**src/rtl/loader_pkg.sv**
```systemverilog
// Shared constants and FSM state type for the instruction loader.
// LOADER_CHKSUM_EN enables the running XOR checksum of loaded bytes.
package loader_pkg;

    localparam logic [7:0] START_BYTE = 8'hFE;
    localparam logic [7:0] END_BYTE   = 8'hFF;
    localparam int         DEF_IMEM_DEPTH = 64;

    typedef enum logic [1:0] {
        IDLE = 2'd0,
        LOAD = 2'd1,
        DONE = 2'd2
    } state_e;

endpackage

```
**src/rtl/instr_byte_packer.sv**
```systemverilog
// Byte index counter and shift register that assembles big-endian words.
// word_o is the complete word while word_valid_o is high (4th byte present).
module instr_byte_packer (
    input  logic        clk_i,
    input  logic        reset,
    input  logic        clear_i,
    input  logic        byte_en_i,
    input  logic [7:0]  byte_i,
    output logic [1:0]  byte_idx_o,
    output logic        word_valid_o,
    output logic [31:0] word_o
);

    logic [1:0]  idx_q, idx_d;
    logic [23:0] shift_q, shift_d;

    always_comb begin
        idx_d   = idx_q;
        shift_d = shift_q;
        if (clear_i) begin
            idx_d   = 2'd0;
            shift_d = 24'd0;
        end else if (byte_en_i) begin
            // index wraps 3 -> 0 after the word completes
            idx_d   = idx_q + 2'd1;
            shift_d = {shift_q[15:0], byte_i};
        end
    end

    always_ff @(posedge clk_i or posedge reset) begin
        if (reset) begin
            idx_q   <= 2'd0;
            shift_q <= 24'd0;
        end else begin
            idx_q   <= idx_d;
            shift_q <= shift_d;
        end
    end

    assign byte_idx_o   = idx_q;
    assign word_valid_o = byte_en_i && !clear_i && (idx_q == 2'd3);
    assign word_o       = {shift_q, byte_i};

endmodule

```
**src/rtl/instr_loader.sv**
```systemverilog
// Loads a framed byte stream into instruction memory, then releases the CPU.
// Optional LOADER_CHKSUM_EN adds an XOR checksum of accepted data bytes.
module instr_loader
    import loader_pkg::*;
#(
    parameter int IMEM_DEPTH = DEF_IMEM_DEPTH,
    parameter int ADDR_W     = $clog2(IMEM_DEPTH)
) (
    input  logic              clk_i,
    input  logic              reset,
    input  logic [7:0]        instr_i,
    output logic              imem_we_o,
    output logic [ADDR_W-1:0] imem_addr_o,
    output logic [31:0]       imem_data_o,
    output logic              load_done_o,
    output logic              cpu_start_o,
    output logic [ADDR_W:0]   word_count_o,
    output logic [7:0]        chksum_o
);

    localparam logic [ADDR_W:0] LAST_WORD = (ADDR_W+1)'(IMEM_DEPTH - 1);

    state_e            state_q, state_d;
    logic [ADDR_W:0]   cnt_q, cnt_d;
    logic              we_q, we_d;
    logic [ADDR_W-1:0] addr_q, addr_d;
    logic [31:0]       data_q, data_d;
    logic              start_q, start_d;

    logic        pk_clear;
    logic        pk_en;
    logic [1:0]  pk_idx;
    logic        pk_valid;
    logic [31:0] pk_word;

    instr_byte_packer u_packer (
        .clk_i        (clk_i),
        .reset        (reset),
        .clear_i      (pk_clear),
        .byte_en_i    (pk_en),
        .byte_i       (instr_i),
        .byte_idx_o   (pk_idx),
        .word_valid_o (pk_valid),
        .word_o       (pk_word)
    );

    always_comb begin
        state_d  = state_q;
        cnt_d    = cnt_q;
        we_d     = 1'b0;
        addr_d   = addr_q;
        data_d   = data_q;
        start_d  = 1'b0;
        pk_clear = 1'b0;
        pk_en    = 1'b0;
        unique case (state_q)
            IDLE: begin
                if (instr_i == START_BYTE) begin
                    state_d  = LOAD;
                    cnt_d    = '0;
                    pk_clear = 1'b1;
                end
            end
            LOAD: begin
                // end marker only counts at a word boundary
                if (pk_idx == 2'd0 && instr_i == END_BYTE) begin
                    state_d = DONE;
                    start_d = 1'b1;
                end else begin
                    pk_en = 1'b1;
                    if (pk_valid) begin
                        we_d   = 1'b1;
                        addr_d = cnt_q[ADDR_W-1:0];
                        data_d = pk_word;
                        cnt_d  = cnt_q + (ADDR_W+1)'(1);
                        if (cnt_q == LAST_WORD) begin
                            state_d = DONE;
                            start_d = 1'b1;
                        end
                    end
                end
            end
            DONE: begin
                state_d = DONE;
            end
            default: begin
                state_d = IDLE;
            end
        endcase
    end

    always_ff @(posedge clk_i or posedge reset) begin
        if (reset) begin
            state_q <= IDLE;
            cnt_q   <= '0;
            we_q    <= 1'b0;
            addr_q  <= '0;
            data_q  <= '0;
            start_q <= 1'b0;
        end else begin
            state_q <= state_d;
            cnt_q   <= cnt_d;
            we_q    <= we_d;
            addr_q  <= addr_d;
            data_q  <= data_d;
            start_q <= start_d;
        end
    end

`ifdef LOADER_CHKSUM_EN
    logic [7:0] ck_q, ck_d;

    assign ck_d = pk_en ? (ck_q ^ instr_i) : ck_q;

    always_ff @(posedge clk_i or posedge reset) begin
        if (reset) begin
            ck_q <= 8'h00;
        end else begin
            ck_q <= ck_d;
        end
    end

    assign chksum_o = ck_q;
`else
    assign chksum_o = 8'h00;
`endif

    assign imem_we_o    = we_q;
    assign imem_addr_o  = addr_q;
    assign imem_data_o  = data_q;
    assign load_done_o  = (state_q == DONE);
    assign cpu_start_o  = start_q;
    assign word_count_o = cnt_q;

endmodule

```
**config.mk**
```make
export PLATFORM = sky130hd
export DESIGN_NAME = instr_loader
export DESIGN_NICKNAME = d
export VERILOG_FILES = /design/src/rtl/loader_pkg.sv /design/src/rtl/instr_byte_packer.sv /design/src/rtl/instr_loader.sv
export SDC_FILE = /design/constraint.sdc
export NUM_CORES = 1
export LEC_CHECK = 0
export CORE_ASPECT_RATIO = 1.1
export CORE_UTILIZATION = 45
export DETAILED_ROUTE_END_ITERATION = 7
export PLACE_DENSITY = 0.74
export RECOVER_POWER = 25
export SLEW_MARGIN = 25
export SYNTH_ARGS = -nofsm -noshare
export SYNTH_HDL_FRONTEND = slang
export SYNTH_SLANG_ARGS = --single-unit
```
**constraint.sdc**
```tcl
create_clock -name clk_i -period 5.1 [get_ports clk_i]
set_clock_uncertainty 0.15 [all_clocks]
set_input_delay 1.02 -clock clk_i [delete_from_list [all_inputs] [get_ports clk_i]]
set_output_delay 1.02 -clock clk_i [all_outputs]
set_load 0.005 [all_outputs]
```
* Yosys cells after proc, flatten, opt, wreduce, memory -nomap -nowiden
Cells that the tools add are included.
Storage, ports and cells: bits in registers 75, latch bits 0, RAM bits 0, ROM bits 0, word-level logic and storage cells 57, memories kept 0
Cells by class: add/subtract/negate cells 2, multipliers 0, div/mod/pow operators 0, $lt $le $gt $ge 0, equal/unequal tests 11, shifts and indexed selects 0, mux-type cells 24, bitwise operators 1, reduce and logical (&&, ||, !) cells 11
Operator list (number):
- 2-to-1 mux 24 bit | 2
- 2-to-1 mux 7 bit | 3
- equality test 8 bit, second input constant | 2
- one-hot mux 7 bit (2 select lines) | 1
- 2-to-1 mux 2 bit | 6
- 2-to-1 mux 1 bit | 11
- adder 7 x 1 -> 7 bit, second input constant | 1
- equality test 7 x 6 -> 1 bit, second input constant | 1
- != test 2 bit, second input constant | 3
- != test 3 bit, second input constant | 2
- one-hot mux 2 bit (3 select lines) | 1
- AND reduction 3 bit | 2
- equality test 2 bit, second input constant | 2
- logical NOT 2 bit | 2
- AND reduction 4 bit | 1
- nonzero test 2 bit | 2
- logical AND 1 bit | 3
- adder 2 x 1 -> 2 bit, second input constant | 1
- equality test 2 x 1 -> 1 bit, second input constant | 1
- logical NOT 1 bit | 1
- NOT 1 bit | 1

* Longest topological paths before layout
word-level depth 9, depth in mapped cells 8, gate-level depth less buffers 6

* Hierarchy
Synthesis repeated with hierarchy kept, for this count alone.
Second synthesis, totals: cells, all modules 261, area, all modules 3497.1 µm²
Modules (own cells, without submodules):
- instr_loader | times used 1, cells each 165, area each 2337.2 µm², seq. area each 1226.2 µm²
- instr_byte_packer | times used 1, cells each 96, area each 1159.9 µm², seq. area each 650.6 µm²

* Worst setup path after synthesis
Ideal clock, no wire load.
kind input to register, from input instr_i[0], to register addr_q[1] (netlist: imem_addr_o[1]), setup time 0.125 ns, arrival time 2.147 ns, required time 4.825 ns, slack 2.678 ns, stages on the path 5, buffers on the path 2, path through buf_2 > mux2i_1 > o311ai_2 > buf_4 > mux2_2
Between the ends: word-level cells in the longest chain between the ends 7, elaborated cells between the ends (all ways) 12, those cells by class eq/ne (2); mux (4); bitwise (1); reduce/logical (5)
RTL lines:
- from (decl) | RTL line instr_loader.sv:11 | input logic [7:0] instr_i,
- equality test 8 bit, on equally long branches | RTL line instr_loader.sv:66, instr_loader.sv:58
- logical AND 1 bit or 2-to-1 mux 1 bit (tied branches) | RTL line instr_loader.sv:66, instr_loader.sv:58
- 2-to-1 mux 1 bit, on equally long branches | RTL line instr_loader.sv:66, instr_loader.sv:56
- 2-to-1 mux 1 bit or logical NOT 1 bit (tied branches) | RTL line instr_loader.sv:56, instr_byte_packer.sv:41
- logical AND 1 bit (2 in a row) | RTL line instr_byte_packer.sv:41 | assign word_valid_o = byte_en_i && !clear_i && (idx_q == 2'd3);
- AND reduction 3 bit (no source line) (*)
- to (signal assigned) | RTL line instr_loader.sv:104 | addr_q <= addr_d;
- to (decl) | RTL line instr_loader.sv:26 | logic [ADDR_W-1:0] addr_q, addr_d;
Mark *: on every way between the ends. The rest lies on a longest branch, timed or not. A chain may end at the register's enable or synchronous reset.

* Worst setup path after layout
from input instr_i[5], to register data_q[4] (netlist: imem_data_o[4])
Between the ends: word-level cells in the longest chain between the ends 7, elaborated cells between the ends (all ways) 12, those cells by class eq/ne (2); mux (4); bitwise (1); reduce/logical (5)
RTL lines:
- equality test 8 bit, on equally long branches | RTL line instr_loader.sv:66, instr_loader.sv:58
- logical AND 1 bit or 2-to-1 mux 1 bit (tied branches) | RTL line instr_loader.sv:66, instr_loader.sv:58
- 2-to-1 mux 1 bit, on equally long branches | RTL line instr_loader.sv:66, instr_loader.sv:56
- 2-to-1 mux 1 bit or logical NOT 1 bit (tied branches) | RTL line instr_loader.sv:56, instr_byte_packer.sv:41
- logical AND 1 bit (2 in a row) | RTL line instr_byte_packer.sv:41
- AND reduction 3 bit (no source line) (*)
- to (signal assigned) | RTL line instr_loader.sv:105 | data_q <= data_d;
- to (decl) | RTL line instr_loader.sv:27 | logic [31:0] data_q, data_d;
Marks and branches as above.

==> impl_metrics.csv <==
group,metric,value,unit
worst_setup_path,cp_max_fo,17,
pwr,powerDensity,282,nW/µm²
final_layout,insertedDiodeCount,0,
clocking,hold_buffers,0,
detailed_routing,drt_iter0_drc,102,
die,core,7090,µm²
clocking,cts.sinks,75,
worst_setup_path,startpoint,"instr_i[5]",
clocking,postCtsSetupBuffers,0,
global_routing,grt_max_degree,41,
final_layout,nets,358,
clocking,clkTransAtPathRegs,0.08,ns
die,io_pins,66,
synth,synth-edff-count,0,
detailed_routing,avgRoutedWirePerCell,15.3,µm
synth,synth_top_flop_cell,"dfrtp_1",
synth,async_flop_share,1.00,
synth,synthTopCellsByCount,"75 x dfrtp_1, 56 x nand2_1, 36 x mux2_2, 25 x a21oi_1, 13 x buf_4",
pwr,leakage,0.00191,µW
worst_setup_path,endpoint_kind,"flip-flop",
die,floorplan.initialDensity,0.469,
synth,synth.area.top_cells,"dfrtp_1 56%, mux2_2 12%, nand2_1 6.3%",
synth,synth-seq-cells,75,
sta,finalMaxSlewViolations,37,
sta,rsz0062_at_grt,"false",
global_routing,grt_pass1_vias,2207,
outcome,status,"finished with violations",
global_routing,track_usage,0.183,
detailed_routing,vias,2300,
pwr,vdd_ir_drop_max,0.193,mV
worst_setup_path,critPathRequiredTime,5.18,ns
worst_hold_path,hold_class,"flip-flop to flip-flop",
clocking,cts_tree,"built",
clocking,clock-root-buffer,"clkbuf_8",
sta,timing.setup.tns,0,ns
die,die_x,83.9,µm
sta,min_period_over_period,0.650,
job,maxCapViolations,1,
die,die_area,7730,µm²
placed_design,io_buffers,57,
worst_setup_path,crit_type,"input port to flip-flop",
global_routing,grt_pass1_wl,10900,µm
detailed_routing,drc,6,
global_routing,overflow,0,
detailed_routing,avgViaCountPerCell,5.32,
clocking,h-tree-depth,3,
sta,slew_headroom,-0.0362,
synth,synth_top_cell_by_area,"dfrtp_1",
worst_setup_path,crit_arrival,3.40,ns
detailed_routing,routed_wl,6600,µm
synth,synth_top_area_share,0.565,
clocking,cts_made_buffers,9,
clocking,post_cts_resized,0,
die,row_count,32,
synth,synthesis.instances,286,
synth,synth_warnings,0,
global_routing,antenna_found_initial,0,
worst_hold_path,hp-start,"u_packer.shift_q[20]",
synth,ys_types,41,
final_layout,n_fill_cell,570,
sta,finalSetupViolCount,0,
detailed_routing,first_pass_iters,7,
detailed_routing,ant_nets,0,
final_layout,post-route-util,0.587,
worst_setup_path,reg2reg_from,"state_q[0]",
sta,worst-slew-pin-transition,1.55,ns
placed_design,hpwlAfterDp,4400,µm
placed_design,gp_congestion,0.766,
synth,syn_area_per_cell,11.6,µm²
sta,min_period,3.31,ns
final_layout,area_delta_synth_final,25.3,%
sta,max_freq,302,MHz
synth,synth.cell_area,3320,µm²
clocking,clk_latency,0.35,ns
final_layout,drive_gt1_frac,0.184,
sta,hold_violations,0,
outcome,violations,"DRC, capacitance limit, slew limit",
clocking,max-clock-path-buffers,2,
synth,yosysMostFrequentCell,"dfrtp_1",
worst_setup_path,critPathLaunchType,"input port",
synth,ys_seq_area_frac,0.565,
die,die_h,92.1,µm
==> flip-flops by register name, summed over array words and instances (netlist names) <==
signal	count
imem_addr_o	6
imem_data_o	32
u_packer.byte_idx_o	2
word_count_o	7
state_q	2
imem_we_o	1
u_packer.shift_q	24
cpu_start_o	1
==> critical path, cell delays in order <==
cell,delay (ns)
clkdlybuf4s50_1,0.53
nand3_1,0.45
o311ai_4,0.66
buf_4,0.36
mux2_2,0.37
==> final timing paths <==
| check | endpoint | slack [ns] | cells past startpoint |
|---|---|---|---|
| min in group asynchronous | imem_addr_o[5] | 1.33 | 2 |
| worst max register to register | imem_data_o[4] | 2.67 | 6 |
| worst min register to register | imem_data_o[28] | 0.34 | 1 |
| worst max-delay path | imem_data_o[4] | 1.79 | 5 |
| max in group asynchronous | u_packer.shift_q[13] | 1.88 | 3 |
| worst min-delay path | imem_data_o[28] | 0.34 | 1 |
==> placed cells by master, fill, tap and decap left out, drive strengths merged, types with 2 or more instances in the layout <==
master / n
mux2i: 2
conb: 8
ha: 6
clkdlybuf4s50: 56
or3: 2
mux2: 38
clkinvlp: 2
o31ai: 4
nor2: 2
clkinv: 2
nor3: 3
a21oi: 25
buf: 4
o211ai: 3
nand4: 4
bufinv: 3
nand2: 56
a31oi: 2
o21ai: 6
clkbuf: 10
inv: 7
o21a: 2
dfrtp: 75
o31a: 2
nand3: 8
==> area by class of cell <==
type	count	area (µm²)	area share
clock buffers	9	124	0.0298
clock inverters	7	124	0.0298
inverters	7	27.5	0.00661
multi-input cells	187	1290	0.310
flip-flops and latches	75	1880	0.451
well taps	85	106	0.0255
repair buffers	62	613	0.147
==> power breakdown <==
| part | internal, µW | leakage [µW] | switching (µW) |
|---|---|---|---|
| logic | 7.20 | 0.000750 | 20.7 |
| clock network | 328 | 0.000120 | 226 |
| registers | 594 | 0.00104 | 0 |
| total | 929 | 0.00191 | 246 |
==> logic make-up after synthesis <==
logic type / synth area share
other: 0.00113
and+or+nand+nor: 0.108
adders and majority gates: 0.0226
buffers and inverters: 0.0576
AOI/OAI and AO/OA: 0.108
xor gates and xnor gates: 0.00264
muxes: 0.135
DFF: 0.565
==> metal layers <==
| metal | track usage | part of all wire | vias up | wire length (µm) |
|---|---|---|---|---|
| met4 | 0.105 | 0.013 | 0 | 86 |
| met1 | 0.241 | 0.45 | 1140 | 2980 |
| met5 | 0 | 0 | - | 0 |
| met3 | 0.0432 | 0.043 | 7 | 287 |
| met2 | 0.276 | 0.49 | 61 | 3250 |
| li1 | - | - | 1092 | - |
==> stage by stage <==
stage,std cells,instance area [µm²],hold WS [ns],total power (µW),worst slack (ns)
after floorplan,293,3350,0.308,626,2.02
after global placement,415,3900,0.322,635,1.43
after detailed placement,416,3920,0.328,635,1.47
after CTS,432,4160,0.347,1190,1.82
after global routing,432,4160,0.354,1220,1.44
final,432,4160,0.342,1180,1.79
Note: power is estimated with default switching activity, not from simulation.
